### src/rtl/pd_debug_cnt_pkg.sv
// Shared definitions for the PD debug counter bank: read address map,
// status word bit positions and counter ordering for saturation flags.
package pd_debug_cnt_pkg;

  typedef enum logic [3:0] {
    ADDR_F1_CNT     = 4'd0,
    ADDR_F2_CNT     = 4'd1,
    ADDR_CAP_CNT    = 4'd2,
    ADDR_TOTAL_CNT  = 4'd3,
    ADDR_F1_BYTE_LO = 4'd4,
    ADDR_F1_BYTE_HI = 4'd5,
    ADDR_F2_BYTE_LO = 4'd6,
    ADDR_F2_BYTE_HI = 4'd7,
    ADDR_CAP1       = 4'd8,
    ADDR_CAP2       = 4'd9,
    ADDR_STATUS     = 4'd10
  } addr_e;

  localparam int STAT_CAP1_VALID = 0;
  localparam int STAT_CAP2_VALID = 1;
  localparam int STAT_SAT_LSB    = 2;

  typedef enum logic [2:0] {
    CNT_F1      = 3'd0,
    CNT_F2      = 3'd1,
    CNT_CAP     = 3'd2,
    CNT_TOTAL   = 3'd3,
    CNT_F1_BYTE = 3'd4,
    CNT_F2_BYTE = 3'd5
  } cnt_idx_e;

  localparam int NUM_CNT = 6;

endpackage

### src/rtl/pd_debug_sat_cnt.sv
// Saturating accumulator: an optional clear is applied first, then the
// increment is added, so a clearing read never loses a same-cycle event.
module pd_debug_sat_cnt #(
  parameter int W  = 32,
  parameter int AW = 1
) (
  input  logic          clk,
  input  logic          rstn,
  input  logic          clr_all_i,
  input  logic          clr_cnt_i,
  input  logic          clr_sat_i,
  input  logic          inc_i,
  input  logic [AW-1:0] amt_i,
  output logic [W-1:0]  cnt_o,
  output logic          sat_o
);

  logic [W-1:0] cnt_q, cnt_d;
  logic         sat_q, sat_d;
  logic [W-1:0] base;
  logic [W:0]   sum;

  // Clear-then-add with one extra carry bit to detect overflow; clr_all wins over everything
  always_comb begin
    base  = clr_cnt_i ? '0 : cnt_q;
    sum   = {1'b0, base} + {{(W + 1 - AW){1'b0}}, amt_i};
    cnt_d = base;
    sat_d = clr_sat_i ? 1'b0 : sat_q;
    if (inc_i) begin
      if (sum[W]) begin
        cnt_d = '1;
        sat_d = 1'b1;
      end else begin
        cnt_d = sum[W-1:0];
      end
    end
    if (clr_all_i) begin
      cnt_d = '0;
      sat_d = 1'b0;
    end
  end

  // Counter and sticky saturation state
  always_ff @(posedge clk or negedge rstn) begin
    if (!rstn) begin
      cnt_q <= '0;
      sat_q <= 1'b0;
    end else begin
      cnt_q <= cnt_d;
      sat_q <= sat_d;
    end
  end

  assign cnt_o = cnt_q;
  assign sat_o = sat_q;

endmodule

### src/rtl/pd_debug_cnt_bank.sv
// PD debug counter bank: saturating event/byte counters, capture registers
// and a single-outstanding read port with optional clear-on-read.
module pd_debug_cnt_bank
  import pd_debug_cnt_pkg::*;
#(
  parameter int CNT_WIDTH         = 32,
  parameter int BYTE_CNT_WIDTH    = 48,
  parameter int PACKET_SIZE_WIDTH = 12,
  parameter int CAPTURE_LAT       = 1,
  parameter int CAPTURE_FIRST     = 1
) (
  input  logic                         clk,
  input  logic                         rstn,
  input  logic                         dbg2cif_e_debug_pd_field1_cnt_inc,
  input  logic                         dbg2cif_e_debug_pd_field2_cnt_inc,
  input  logic                         dbg2cif_e_debug_pd_capture_match_cnt_inc,
  input  logic                         dbg2cif_e_debug_pd_total_pd_cnt_inc,
  input  logic                         dbg2cif_e_debug_pd_field1_byte_cnt_inc,
  input  logic                         dbg2cif_e_debug_pd_field2_byte_cnt_inc,
  input  logic [PACKET_SIZE_WIDTH-1:0] dbg2cif_eq_debug_pd_field_byte_cnt_inc_amount,
  input  logic                         dbg2cif_e_debug_pd_capture_match_field1,
  input  logic                         dbg2cif_e_debug_pd_capture_match_field2,
  input  logic [31:0]                  dbg2cif_c_debug_pd_out,
  input  logic                         cif2dbg_rd_req,
  input  logic [3:0]                   cif2dbg_rd_addr,
  input  logic                         cif2dbg_rd_clr,
  input  logic                         cif2dbg_clr_all,
  output logic                         dbg2cif_rd_ack,
  output logic [31:0]                  dbg2cif_rd_data
);

  localparam int SHW = BYTE_CNT_WIDTH - 32;

  logic [CNT_WIDTH-1:0]      f1Cnt, f2Cnt, capCnt, totalCnt;
  logic [BYTE_CNT_WIDTH-1:0] f1Byte, f2Byte;
  logic [NUM_CNT-1:0]        sat;
  logic                      rdClr, clrSat;
  logic [SHW-1:0]            shadow1_q, shadow1_d, shadow2_q, shadow2_d;
  logic [31:0]               cap1_q, cap1_d, cap2_q, cap2_d;
  logic                      cap1Valid_q, cap1Valid_d, cap2Valid_q, cap2Valid_d;
  logic                      cap1Dly_q, cap1Dly_d, cap2Dly_q, cap2Dly_d;
  logic                      cap1Fire, cap2Fire, clrCap1, clrCap2;
  logic                      rdAck_q, rdAck_d;
  logic [31:0]               rdData_q, rdData_d, rdMux, statusWord;

  assign rdClr  = cif2dbg_rd_req & cif2dbg_rd_clr;
  assign clrSat = rdClr && (cif2dbg_rd_addr == ADDR_STATUS);

  pd_debug_sat_cnt #(.W(CNT_WIDTH), .AW(1)) u_cntF1 (
    .clk(clk), .rstn(rstn), .clr_all_i(cif2dbg_clr_all),
    .clr_cnt_i(rdClr && (cif2dbg_rd_addr == ADDR_F1_CNT)), .clr_sat_i(clrSat),
    .inc_i(dbg2cif_e_debug_pd_field1_cnt_inc), .amt_i(1'b1),
    .cnt_o(f1Cnt), .sat_o(sat[CNT_F1]));

  pd_debug_sat_cnt #(.W(CNT_WIDTH), .AW(1)) u_cntF2 (
    .clk(clk), .rstn(rstn), .clr_all_i(cif2dbg_clr_all),
    .clr_cnt_i(rdClr && (cif2dbg_rd_addr == ADDR_F2_CNT)), .clr_sat_i(clrSat),
    .inc_i(dbg2cif_e_debug_pd_field2_cnt_inc), .amt_i(1'b1),
    .cnt_o(f2Cnt), .sat_o(sat[CNT_F2]));

  pd_debug_sat_cnt #(.W(CNT_WIDTH), .AW(1)) u_cntCap (
    .clk(clk), .rstn(rstn), .clr_all_i(cif2dbg_clr_all),
    .clr_cnt_i(rdClr && (cif2dbg_rd_addr == ADDR_CAP_CNT)), .clr_sat_i(clrSat),
    .inc_i(dbg2cif_e_debug_pd_capture_match_cnt_inc), .amt_i(1'b1),
    .cnt_o(capCnt), .sat_o(sat[CNT_CAP]));

  pd_debug_sat_cnt #(.W(CNT_WIDTH), .AW(1)) u_cntTotal (
    .clk(clk), .rstn(rstn), .clr_all_i(cif2dbg_clr_all),
    .clr_cnt_i(rdClr && (cif2dbg_rd_addr == ADDR_TOTAL_CNT)), .clr_sat_i(clrSat),
    .inc_i(dbg2cif_e_debug_pd_total_pd_cnt_inc), .amt_i(1'b1),
    .cnt_o(totalCnt), .sat_o(sat[CNT_TOTAL]));

  pd_debug_sat_cnt #(.W(BYTE_CNT_WIDTH), .AW(PACKET_SIZE_WIDTH)) u_cntF1Byte (
    .clk(clk), .rstn(rstn), .clr_all_i(cif2dbg_clr_all),
    .clr_cnt_i(rdClr && (cif2dbg_rd_addr == ADDR_F1_BYTE_LO)), .clr_sat_i(clrSat),
    .inc_i(dbg2cif_e_debug_pd_field1_byte_cnt_inc),
    .amt_i(dbg2cif_eq_debug_pd_field_byte_cnt_inc_amount),
    .cnt_o(f1Byte), .sat_o(sat[CNT_F1_BYTE]));

  pd_debug_sat_cnt #(.W(BYTE_CNT_WIDTH), .AW(PACKET_SIZE_WIDTH)) u_cntF2Byte (
    .clk(clk), .rstn(rstn), .clr_all_i(cif2dbg_clr_all),
    .clr_cnt_i(rdClr && (cif2dbg_rd_addr == ADDR_F2_BYTE_LO)), .clr_sat_i(clrSat),
    .inc_i(dbg2cif_e_debug_pd_field2_byte_cnt_inc),
    .amt_i(dbg2cif_eq_debug_pd_field_byte_cnt_inc_amount),
    .cnt_o(f2Byte), .sat_o(sat[CNT_F2_BYTE]));

  // Status word: capture valids in the low bits, saturation flags above in counter order
  always_comb begin
    statusWord = '0;
    statusWord[STAT_CAP1_VALID] = cap1Valid_q;
    statusWord[STAT_CAP2_VALID] = cap2Valid_q;
    statusWord[STAT_SAT_LSB +: NUM_CNT] = sat;
  end

  // Read data selection from pre-edge state
  always_comb begin
    rdMux = '0;
    case (cif2dbg_rd_addr)
      ADDR_F1_CNT:     rdMux = 32'(f1Cnt);
      ADDR_F2_CNT:     rdMux = 32'(f2Cnt);
      ADDR_CAP_CNT:    rdMux = 32'(capCnt);
      ADDR_TOTAL_CNT:  rdMux = 32'(totalCnt);
      ADDR_F1_BYTE_LO: rdMux = f1Byte[31:0];
      ADDR_F1_BYTE_HI: rdMux = 32'(shadow1_q);
      ADDR_F2_BYTE_LO: rdMux = f2Byte[31:0];
      ADDR_F2_BYTE_HI: rdMux = 32'(shadow2_q);
      ADDR_CAP1:       rdMux = cap1_q;
      ADDR_CAP2:       rdMux = cap2_q;
      ADDR_STATUS:     rdMux = statusWord;
      default:         rdMux = '0;
    endcase
  end

  // Next-state for shadows, capture pipe and capture registers; a capture beats a same-cycle valid clear
  always_comb begin
    shadow1_d = shadow1_q;
    shadow2_d = shadow2_q;
    if (cif2dbg_rd_req && (cif2dbg_rd_addr == ADDR_F1_BYTE_LO)) shadow1_d = f1Byte[BYTE_CNT_WIDTH-1:32];
    if (cif2dbg_rd_req && (cif2dbg_rd_addr == ADDR_F2_BYTE_LO)) shadow2_d = f2Byte[BYTE_CNT_WIDTH-1:32];

    cap1Dly_d = dbg2cif_e_debug_pd_capture_match_field1;
    cap2Dly_d = dbg2cif_e_debug_pd_capture_match_field2;
    cap1Fire  = (CAPTURE_LAT == 0) ? dbg2cif_e_debug_pd_capture_match_field1 : cap1Dly_q;
    cap2Fire  = (CAPTURE_LAT == 0) ? dbg2cif_e_debug_pd_capture_match_field2 : cap2Dly_q;
    clrCap1   = rdClr && ((cif2dbg_rd_addr == ADDR_CAP1) || (cif2dbg_rd_addr == ADDR_STATUS));
    clrCap2   = rdClr && ((cif2dbg_rd_addr == ADDR_CAP2) || (cif2dbg_rd_addr == ADDR_STATUS));

    cap1_d      = cap1_q;
    cap2_d      = cap2_q;
    cap1Valid_d = clrCap1 ? 1'b0 : cap1Valid_q;
    cap2Valid_d = clrCap2 ? 1'b0 : cap2Valid_q;
    if (cap1Fire && ((CAPTURE_FIRST == 0) || !cap1Valid_d)) begin
      cap1_d      = dbg2cif_c_debug_pd_out;
      cap1Valid_d = 1'b1;
    end
    if (cap2Fire && ((CAPTURE_FIRST == 0) || !cap2Valid_d)) begin
      cap2_d      = dbg2cif_c_debug_pd_out;
      cap2Valid_d = 1'b1;
    end

    if (cif2dbg_clr_all) begin
      shadow1_d   = '0;
      shadow2_d   = '0;
      cap1Dly_d   = 1'b0;
      cap2Dly_d   = 1'b0;
      cap1_d      = '0;
      cap2_d      = '0;
      cap1Valid_d = 1'b0;
      cap2Valid_d = 1'b0;
    end

    rdAck_d  = cif2dbg_rd_req;
    rdData_d = cif2dbg_rd_req ? rdMux : rdData_q;
  end

  // State registers for shadows, captures and the read response
  always_ff @(posedge clk or negedge rstn) begin
    if (!rstn) begin
      shadow1_q   <= '0;
      shadow2_q   <= '0;
      cap1Dly_q   <= 1'b0;
      cap2Dly_q   <= 1'b0;
      cap1_q      <= '0;
      cap2_q      <= '0;
      cap1Valid_q <= 1'b0;
      cap2Valid_q <= 1'b0;
      rdAck_q     <= 1'b0;
      rdData_q    <= '0;
    end else begin
      shadow1_q   <= shadow1_d;
      shadow2_q   <= shadow2_d;
      cap1Dly_q   <= cap1Dly_d;
      cap2Dly_q   <= cap2Dly_d;
      cap1_q      <= cap1_d;
      cap2_q      <= cap2_d;
      cap1Valid_q <= cap1Valid_d;
      cap2Valid_q <= cap2Valid_d;
      rdAck_q     <= rdAck_d;
      rdData_q    <= rdData_d;
    end
  end

  assign dbg2cif_rd_ack  = rdAck_q;
  assign dbg2cif_rd_data = rdData_q;

endmodule

### config.mk
export PLATFORM = sky130hd
export DESIGN_NAME = pd_debug_cnt_bank
export DESIGN_NICKNAME = d
export VERILOG_FILES = /design/src/rtl/pd_debug_cnt_pkg.sv /design/src/rtl/pd_debug_sat_cnt.sv /design/src/rtl/pd_debug_cnt_bank.sv
export SDC_FILE = /design/constraint.sdc
export NUM_CORES = 1
export LEC_CHECK = 0
export BUFFER_PORTS_ARGS = -buffer_cell sky130_fd_sc_hd__clkbuf_2
export CELL_PAD_IN_SITES_DETAIL_PLACEMENT = 0
export CELL_PAD_IN_SITES_GLOBAL_PLACEMENT = 2
export CORE_MARGIN = 2
export CORE_UTILIZATION = 35
export CTS_CLUSTER_DIAMETER = 40
export CTS_CLUSTER_SIZE = 24
export DETAILED_ROUTE_END_ITERATION = 12
export PLACE_DENSITY = 0.77
export SLEW_MARGIN = 20
export SYNTH_ARGS = -nofsm -noshare
export SYNTH_HDL_FRONTEND = slang
export SYNTH_SLANG_ARGS = --single-unit
### constraint.sdc
create_clock -name clk -period 7.2 [get_ports clk]
set_clock_uncertainty 0.1 [all_clocks]
set_input_delay 1.44 -clock clk [delete_from_list [all_inputs] [get_ports clk]]
set_output_delay 1.44 -clock clk [all_outputs]
set_load 0.01 [all_outputs]
==> metrics list, run 1 <==
- Total routed wirelength: 83,600 um
- Compared with the post-synthesis result, the final layout area differs by 17.7%.
* Depth of the worst hold-timing path: 2
- Sequential cells were found to cover 43.7% of the synthesized design area.
* Slew HR: roughly 23%
- Largest voltage drop on the vdd net: between 150 and 200 uV
- For this run, the number of Yosys warnings is 0.
- 0 antenna diodes ended up in the layout.
* Via count of the first global-routing pass: 18,500
- Across all hold checks on the routed design, the worst slack comes to ~0.42 ns.
- The die is around 250 um wide.
- Number of endpoints with negative hold slack in the final report: 0
* Worst path arrival time: about 5.7 ns
* DIE HEIGHT: between 200 and 250 um
- Cells resized by post-CTS repair: 0
- Kind of cell adding the most delay to the critical path: simple AND/OR/NAND/NOR gates
- Crit Path Class: in2reg
- Pin count of the biggest net entering global routing: roughly 140
- Logic depth of the worst setup path including buffers: 17
- Setup crit start kind: input port
- The synthesized design contains 0 enable-type register cells.
* Starting utilization of the core area: between 30% and 40%
- Subtracting the final worst setup slack from the clock period gives 5.24 ns.
- The number of antenna violations at the first check in global routing is 2.
- Multiplexer cells account for less than 1% of the synthesized area.
- After clock tree synthesis, the setup repair step added 0 buffers.
- Synth Net Count: 2,482
- Largest fanout of any net on the critical path: 35
- Number of CTS-inserted buffers: slightly below 80
- Max frequency: around 0.19 GHz
- IO buf count: between 90 and 100
* Clock insertion delay at the later pin of the skew report: approximately 0.62 ns
- Number of placed cells counting well taps: 3,126
- Dominant combinational cell family by area after synthesis: simple AND/OR/NAND/NOR gates
- Maximum count of clock buffers along a single path: 3
- Worst slew pin tran: approximately 1.2 ns
* Count of different cell masters after synthesis: a little over 80
- For the worst flop-to-flop path, the logic depth is 12.
- Via Count: 19,500
* Area of the core: 0.0589 mm^2
- Together, buffers and inverters on the worst path number 4.
* Internal reg-to-reg setup slack: 3.18 ns
- Last weighted congestion value of the routability-driven placer: 0.920
- Setup slack after placement: about 1.1 ns
- Row generation in the floorplan step produced 89 rows.
* CP required: between 7 and 8 ns
- Placed cell areas: between 0.02 and 0.025 mm^2
- Total clock sinks: roughly 360
- Layout Cells excl Fill: between 3,000 and 4,000
- In this design, the stage delay of the slowest critical-path cell is between 0.6 and 0.7 ns.
* Drt first pass iters: 7
- In this run switching power makes up approximately a quarter of total power.
* Number of top-level design ports: between 90 and 100
- The die covers approximately 0.061 mm^2.
- After the last flow step, the layout net total stands at about 2,500.
- Average wire per cell in the routed design: between 20 and 30 um
- Once detail routing completed, the nets flagged for antenna violations numbered 0.
- Simple-gate area share of the yosys netlist: a little over a fifth
- Dividing total power by cell area gives a power density of approximately 250 mW/mm^2.
- In this run the static leakage power is 0.00972 uW.
- The cell count after synthesis came out at 2,397.
- Post-Route Setup TNS: 0 ns
- Hold buffer count at CTS: 0
- For this design, the slowest cell found on the critical path is sky130_fd_sc_hd__or3_1.
- Net load switching power: about 1600 uW
* Max H-tree Level: 3
- Global routing used a little over a quarter of the available tracks.
* Half-perimeter wire length after placement: approximately 58,000 um
- Dividing the final minimum period by the clock period gives 72.8%.
- DRC errors left: 0
* Sink of the worst hold path: dbg2cif_rd_data[25]
- STA classifies the critical path endpoint as a flop.
- The startpoint identified for the worst hold timing path is dbg2cif_rd_data[25].
- Global routing finished with a remaining overflow of 0.
- Share of final-layout standard cells stronger than drive strength 1: 11.6%
* Reg-to-reg critical path startpoint: u_cntF2Byte.cnt_o[0]
- Global-route wire length before repair: 125,000 um
- Unrepaired setup endpoints after global routing: no
- Share of synthesized cell area in full adder, half adder and majority cells: between 1.5 and 2%
- Synth Area in Compound Gates: between 20% and 30%
- Setup violation total in the final timing report: 0
- The share of total power dissipated in sequential elements is 34.8%.
* Number of design-rule violations left by the first detailed-router iteration: about 2,300
* Result of the run: finished, final reports clean
* Relative contribution of combinational cells to total power: under 10%
- After routing the design area is 0.0245 mm^2.
* Synthesized flop and latch total: 363
- Among all flip-flop cells after synthesis, the most frequent one is sky130_fd_sc_hd__dfrtp_1.
- Counting flops with an async set or reset pin after synthesis yields a share of 100%.
- Across the run, the number of max-cap violations was 0.
- CP cell instances: clkbuf_2 -> and2_4 -> nand2_1 -> buf_4 -> and2_1 -> ha_1 -> inv_1 -> fa_1 -> nor2b_1 -> nor3_1 -> o211a_1 -> o22a_1 -> o21ai_0 -> buf_4 -> nand3_1 -> or3_1 -> o21ai_0
- Worst hold path class: reg2reg
- P_int: between 4000 and 5000 uW
* Clock network power share: a little under three fifths
- After clock tree synthesis, the clock-pin slew on the worst setup and hold paths is ~0.05 ns.
- TritonCTS built the clock tree.
- Summing the areas of all xor and xnor instances in the mapped netlist gives between 7 and 8% of the synthesized area.
- Critical register-to-register path endpoint: u_cntF2Byte.cnt_o[37]
- The number of pins with negative max-slew slack in the final report came to 0.
* Synthesized cell area: 0.0208 mm^2
* Syn avg cell area: ~8.7 um^2
- Setup slack on the critical path of the routed design comes to 1.96 ns.
* Vias/cell: roughly 6
* Library cell used as clock root buffer: sky130_fd_sc_hd__clkbuf_16
final cells by class:
cell class | instances | area (um^2)
clock buffer | 100 | 2140
clock inverter | 40 | 427
fill | 5769 | 34400
sequential | 363 | 9080
timing repair buffer | 121 | 733
multi-input combinational | 1808 | 10900
inverter | 61 | 229
tap | 773 | 967
worst reg2reg max path: stages (launching register included):
cell	delay [ns]
sky130_fd_sc_hd__dfrtp_1	0.41
sky130_fd_sc_hd__and2_1	0.17
sky130_fd_sc_hd__ha_1	0.18
sky130_fd_sc_hd__inv_1	0.06
sky130_fd_sc_hd__fa_1	0.40
sky130_fd_sc_hd__inv_1	0.07
sky130_fd_sc_hd__a21o_1	0.11
sky130_fd_sc_hd__maj3_1	0.26
sky130_fd_sc_hd__o2111ai_1	0.23
sky130_fd_sc_hd__a21oi_2	0.60
sky130_fd_sc_hd__nand3_1	0.70
sky130_fd_sc_hd__buf_4	0.45
sky130_fd_sc_hd__o22ai_1	0.19
power by group through the flow:
stage	clock, uW	combinational [uW]	sequential [uW]
floorplan	0	306	2140
global placement	0	484	2170
detailed placement	0	487	2170
CTS	3570	490	2140
global route	3680	542	2140
finish	3520	492	2140
per-layer routing:
metal  vias to the layer above  share of wire, %  track usage (%)
li1                       8743                 -                -
met1                      9725                45             39.9
met2                       902                44             40.7
met3                       160               7.7             4.79
met4                         4               3.4             9.93
met5                         -             0.029                0
cells by family (layout without fill, tap and decap cells):
| kind of cell | count (synthesis) | count (layout) |
|---|---|---|
| simple gates | 925 | 925 |
| compound gates | 666 | 666 |
| flops | 363 | 363 |
| buf+inv | 226 | 322 |
| xor+xnor | 188 | 188 |
| fa+ha+maj | 27 | 27 |
| mux | 2 | 2 |
state kept, by name, summed over array words and instances (netlist names), 16 cells and up:
signal and flops:
u_cntF2Byte.cnt_o 48, dbg2cif_rd_data 32, shadow1_q 16, cap1_q 32, cap2_q 32, u_cntTotal.cnt_o 32
shadow2_q 16, u_cntCap.cnt_o 32, u_cntF1Byte.cnt_o 48, u_cntF1.cnt_o 32, u_cntF2.cnt_o 32
synthesized netlist by cell type (all sizes together) (21+ instances only):
master	instances	area, um^2
a41o	24	240
nand4	61	382
clkbuf	139	522
xnor2	109	955
nand3	113	571
inv	61	229
a22o	25	219
nor2	110	415
a22oi	98	736
xor2	79	692
o22ai	29	181
nor3	41	210
a221oi	22	193
dfrtp	363	9080
nand2	407	1530
a21oi	257	1290
and3	52	325
and2	36	228
buf	26	126
a211oi	37	283
ha	22	275
nor4	21	138
o21ai	81	405
metrics by stage:
step / utilization, % / power, uW
floorplan: - / 2440
global placement: 37.1 / 2660
detailed placement: 37.2 / 2660
CTS: 41.5 / 6200
global route: 41.5 / 6360
finish: 41.5 / 6160
how the worst max path moves through the flow:
stage,startpoint,endpoint
3_3_place_gp,cif2dbg_rd_req,u_cntF2Byte.cnt_o[28]
5_1_grt,cif2dbg_rd_req,u_cntF1Byte.cnt_o[36]
4_1_cts,cif2dbg_rd_addr[2],u_cntF2Byte.cnt_o[37]
3_5_place_dp,cif2dbg_rd_req,u_cntF2Byte.cnt_o[39]
2_1_floorplan,cif2dbg_rd_addr[0],u_cntF1Byte.cnt_o[11]
6_report,cif2dbg_rd_req,u_cntF1Byte.cnt_o[40]
placed cells by master, fill, tap and decap left out, types with 79 or more instances in the layout:
| master | instances |
|---|---|
| sky130_fd_sc_hd__o21ai_0 | 79 |
| sky130_fd_sc_hd__nand3_1 | 112 |
| sky130_fd_sc_hd__clkbuf_2 | 91 |
| sky130_fd_sc_hd__nand2_1 | 404 |
| sky130_fd_sc_hd__xnor2_1 | 109 |
| sky130_fd_sc_hd__a21oi_1 | 256 |
| sky130_fd_sc_hd__nor2_1 | 108 |
| sky130_fd_sc_hd__clkbuf_16 | 79 |
| sky130_fd_sc_hd__dfrtp_1 | 363 |
| sky130_fd_sc_hd__a22oi_1 | 98 |
| sky130_fd_sc_hd__xor2_1 | 79 |
No activity file was read; power rests on OpenSTA's default activity.
==> inputs of run 2 (changes only) <==
==> constraint.sdc (replaced) <==
create_clock -name clk -period 5.08 [get_ports clk]
set_clock_uncertainty 0.1 [all_clocks]
set_input_delay 1.016 -clock clk [delete_from_list [all_inputs] [get_ports clk]]
set_output_delay 1.016 -clock clk [all_outputs]
set_load 0.01 [all_outputs]
==> run 2 against run 1 <==
Largest cell class unchanged. Cell count rose by 1.2%. Clock-buffer cell count fell by 13. Setup slack got worse by 1.1 ns. Critical path depth fell by 3. Global-route usage fell by 0.28 points. Total power rose by 47%. Via count fell by 0.38%. Die area did not move. Worst hold slack got worse by 0.087 ns. Combinational power rose by 46%. Utilization rose by 0.70 points.
==> metrics list, run 2 (synthesized netlist as in run 1, its figures left out) <==
- Result of the run: finished, final reports clean (unchanged).
- Post-Route Setup TNS: 0 ns (unchanged)
- The category of the worst setup path launch point was an input port (unchanged).
- The data arrival time at the worst-slack endpoint was 4.64 ns (was 5.65 ns).
* Half-perimeter wire length after placement: 59,400 um (was 57,500 um)
* Area of the core: 0.0589 mm^2 (unchanged)
- Hold buffer count at CTS: 0 (unchanged)
* Unrepaired setup endpoints after global routing: no (unchanged)
- The number of nets in the final layout came to 2,555 (was 2,517).
- CTS tree: built (unchanged)
- Power, Total: 9020 uW (was 6160 uW)
- The commonest non-fill, non-tap cell in the layout was sky130_fd_sc_hd__nand2_1 (unchanged).
- The met3 track demand over resource in global routing was 4.83% (was 4.79%).
- Period utilization: between 80 and 90%
- Register cell area after layout: 0.00908 mm^2 (unchanged)
- Clock period minus final worst setup slack: around 4.2 ns
- The die width came to 248 um (unchanged).
- Average wire per cell in the routed design: 25.2 um (was 25.6 um)
* Number of CTS-inserted buffers: 76 (was 77)
- Switching power as a share of total power: 26.3% (was 26.7%)
- The slowest library cell on the worst path is sky130_fd_sc_hd__or4_1 (was sky130_fd_sc_hd__or3_1).
- The peak supply drop came to 226 uV (was 162 uV).
- Critical Path Sink Type: flop (unchanged)
- The internal power summed over all cells is 6650 uW (was 4510 uW).
- The count of fill cells added during filler insertion came to 5,778 (was 5,769).
- The count of maximum capacitance violations is 0 (unchanged).
- The total of buffers placed on input and output ports came to 93 (unchanged).
- Global route overflow: 0 (unchanged)
- Total number of placement rows: 89 (unchanged)
- The clock tree buffer depth was 3 (unchanged).
- The largest net degree at the start of global routing came to 135 (was 144).
* Largest incremental delay on the critical path: 0.73 ns (was 0.61 ns)
* Number of design-rule violations left by the first detailed-router iteration: 2,051 (was 2,263)
- Via Count: 19,500 (about the same)
* Depth of the worst register-to-register path: 8 (was 12)
* Max frequency: 0.236 GHz
* Aggregate global-route resource usage: 27.2% (was 27.4%)
- Worst hold path class: in2async (was reg2reg)
- Largest fanout of any net on the critical path: 15 (was 35)
* Slew HR: 25.3% (was 22.7%)
* Drt first pass iters: 8 (was 7)
* Total clock sinks: 363 (unchanged)
- The die area came to 0.0613 mm^2 (unchanged).
- The number of H-tree levels is 3 (unchanged).
- Number of endpoints with negative hold slack in the final report: 0 (unchanged)
* Number of top-level design ports: 94 (unchanged)
- The power per standard cell area was 363 mW/mm^2 (was 252 mW/mm^2).
- The reg-to-reg startpoint was u_cntF1Byte.cnt_o[21] (was u_cntF2Byte.cnt_o[0]).
- Number of placed cells counting well taps: 3,165 (was 3,126)
- The global-route wire length before repair was 124,000 um (was 125,000 um).
- The layer with the highest usage after global routing was met2 (unchanged).
* Layout Cells excl Fill: 3,306 (was 3,266)
- CP bufs+invs: 2 (was 4)
* Internal reg-to-reg setup slack: 1.56 ns (was 3.18 ns)
- The number of nets with antenna violations after detailed routing was 0 (unchanged).
- The multi-input combinational cell area was 0.0109 mm^2 (about the same).
- Most frequent cells in the layout: sky130_fd_sc_hd__nand2_1 (407), sky130_fd_sc_hd__dfrtp_1 (363), sky130_fd_sc_hd__a21oi_1 (257), sky130_fd_sc_hd__nand3_1 (112), sky130_fd_sc_hd__xnor2_1 (109) (was sky130_fd_sc_hd__nand2_1 (404), sky130_fd_sc_hd__dfrtp_1 (363), sky130_fd_sc_hd__a21oi_1 (256), sky130_fd_sc_hd__nand3_1 (112), sky130_fd_sc_hd__xnor2_1 (109))
* Vias/cell: 5.89 (was 5.98)
- The clock share of power came to 58.4% (was 57.2%).
- Number of antenna violations at the first check in global routing: 0 (was 2)
* Clock insertion delay at the later pin of the skew report: 0.61 ns (was 0.62 ns)
* Net load switching power: 2370 uW (was 1640 uW)
* GR Util met1: 39.5% (was 39.9%)
- Final core occ: 42.2% (was 41.5%)
- Number of antenna cells inserted: 0 (unchanged)
- The number of global-route vias before repair is 18,400 (was 18,500).
* Starting utilization of the core area: 35.3% (unchanged)
- The share of post-route cells with drive strength above 1 was 13.0% (was 11.6%).
- CP required: 5.49 ns (was 7.61 ns)
* Kind of cell adding the most delay to the critical path: simple AND/OR/NAND/NOR gates (unchanged)
- The number of buffers inserted by post-CTS setup repair was 0 (unchanged).
- DIE HEIGHT: 248 um (unchanged)
- CP cell instances: clkbuf_2 -> and2_4 -> nand2_1 -> and2_1 -> ha_1 -> inv_1 -> fa_1 -> nor2b_1 -> nor3_1 -> o211a_1 -> o22a_1 -> o21a_1 -> or4_1 -> o21ai_0 (was clkbuf_2 -> and2_4 -> nand2_1 -> buf_4 -> and2_1 -> ha_1 -> inv_1 -> fa_1 -> nor2b_1 -> nor3_1 -> o211a_1 -> o22a_1 -> o21ai_0 -> buf_4 -> nand3_1 -> or3_1 -> o21ai_0)
- The worst-margin pin slew came to 1.11 ns (was 1.16 ns).
- Static leakage: 0.0100 uW (was 0.00972 uW)
- Setup violation total in the final timing report: 0 (unchanged)
- Crit Path Class: in2reg (unchanged)
- The layout-stage area growth over the synthesis result came to 19.7% (was 17.7%).
- The capture instance of the worst register-to-register path is u_cntF1Byte.cnt_o[41] (was u_cntF2Byte.cnt_o[37]).
- DRC errors left: 0 (unchanged)
* Total routed wirelength: 83,500 um (was 83,600 um)
- The global placer's final weighted congestion is 0.901 (was 0.920).
- Clock input transition at the sequential cells of the worst setup and hold paths: 0.05 ns (about the same)
- The buffer cell driving the clock tree root is sky130_fd_sc_hd__clkbuf_16 (unchanged).
- Global-route met2 utilization: 39.9% (was 40.7%)
- The power share of the sequential group is 33.7% (was 34.8%).
- Fin. max-slew vios: 0 (unchanged)
- The part of the power in combinational logic is 8.0% (about the same).
- Cells resized by post-CTS repair: 0 (unchanged)
-- run 2: layout make-up --
| class | count | area share [%] |
|---|---|---|
| timing repair buffer | 160 | 4.18 |
| sequential | 363 | 36.5 |
| clock buffer | 87 | 8.18 |
| tap | 773 | 3.89 |
| inverter | 61 | 0.921 |
| clock inverter | 54 | 2.65 |
| multi-input combinational | 1808 | 43.7 |
-- run 2: layer usage --
| metal | share of wire, % | vias up |
|---|---|---|
| li1 | - | 8847 |
| met1 | 46 | 9757 |
| met2 | 44 | 728 |
| met3 | 7.2 | 128 |
| met4 | 3.5 | 0 |
| met5 | 0 | - |
-- run 2: per-stage QoR --
| step | cell area [um^2] | worst slack, ns | hold WS, ns |
|---|---|---|---|
| CTS | 24900 | 0.919 | 0.360 |
| detailed placement | 22200 | 0.278 | 0.415 |
| global placement | 22200 | 0.377 | 0.411 |
| finish | 24900 | 0.848 | 0.330 |
| global route | 24900 | 0.671 | 0.384 |
| floorplan | 20800 | 0.504 | 0.365 |
-- run 2: power by group through the flow --
stage          Combinational (uW)  Clock [uW]  Sequential, uW
3_3_place_gp                  707           0            3080
4_1_cts                       714        5340            3030
6_report                      717        5270            3040
5_1_grt                       787        5480            3040
3_5_place_dp                  711           0            3080
2_1_floorplan                 433           0            3030
-- run 2: how the worst max path moves through the flow --
| stage | startpoint | slack, ns | end | depth (start not counted) |
|---|---|---|---|---|
| 5_1_grt | cif2dbg_rd_req | 0.67 | u_cntF1Byte.cnt_o[26] | 15 |
| 4_1_cts | cif2dbg_rd_req | 0.92 | u_cntF1Byte.cnt_o[41] | 14 |
| 6_report | cif2dbg_rd_req | 0.85 | u_cntF1Byte.cnt_o[41] | 14 |
| 3_3_place_gp | cif2dbg_rd_req | 0.38 | u_cntF1Byte.cnt_o[33] | 14 |
| 2_1_floorplan | cif2dbg_rd_addr[0] | 0.50 | u_cntF1Byte.cnt_o[11] | 14 |
| 3_5_place_dp | cif2dbg_rd_req | 0.28 | u_cntF1Byte.cnt_o[22] | 14 |
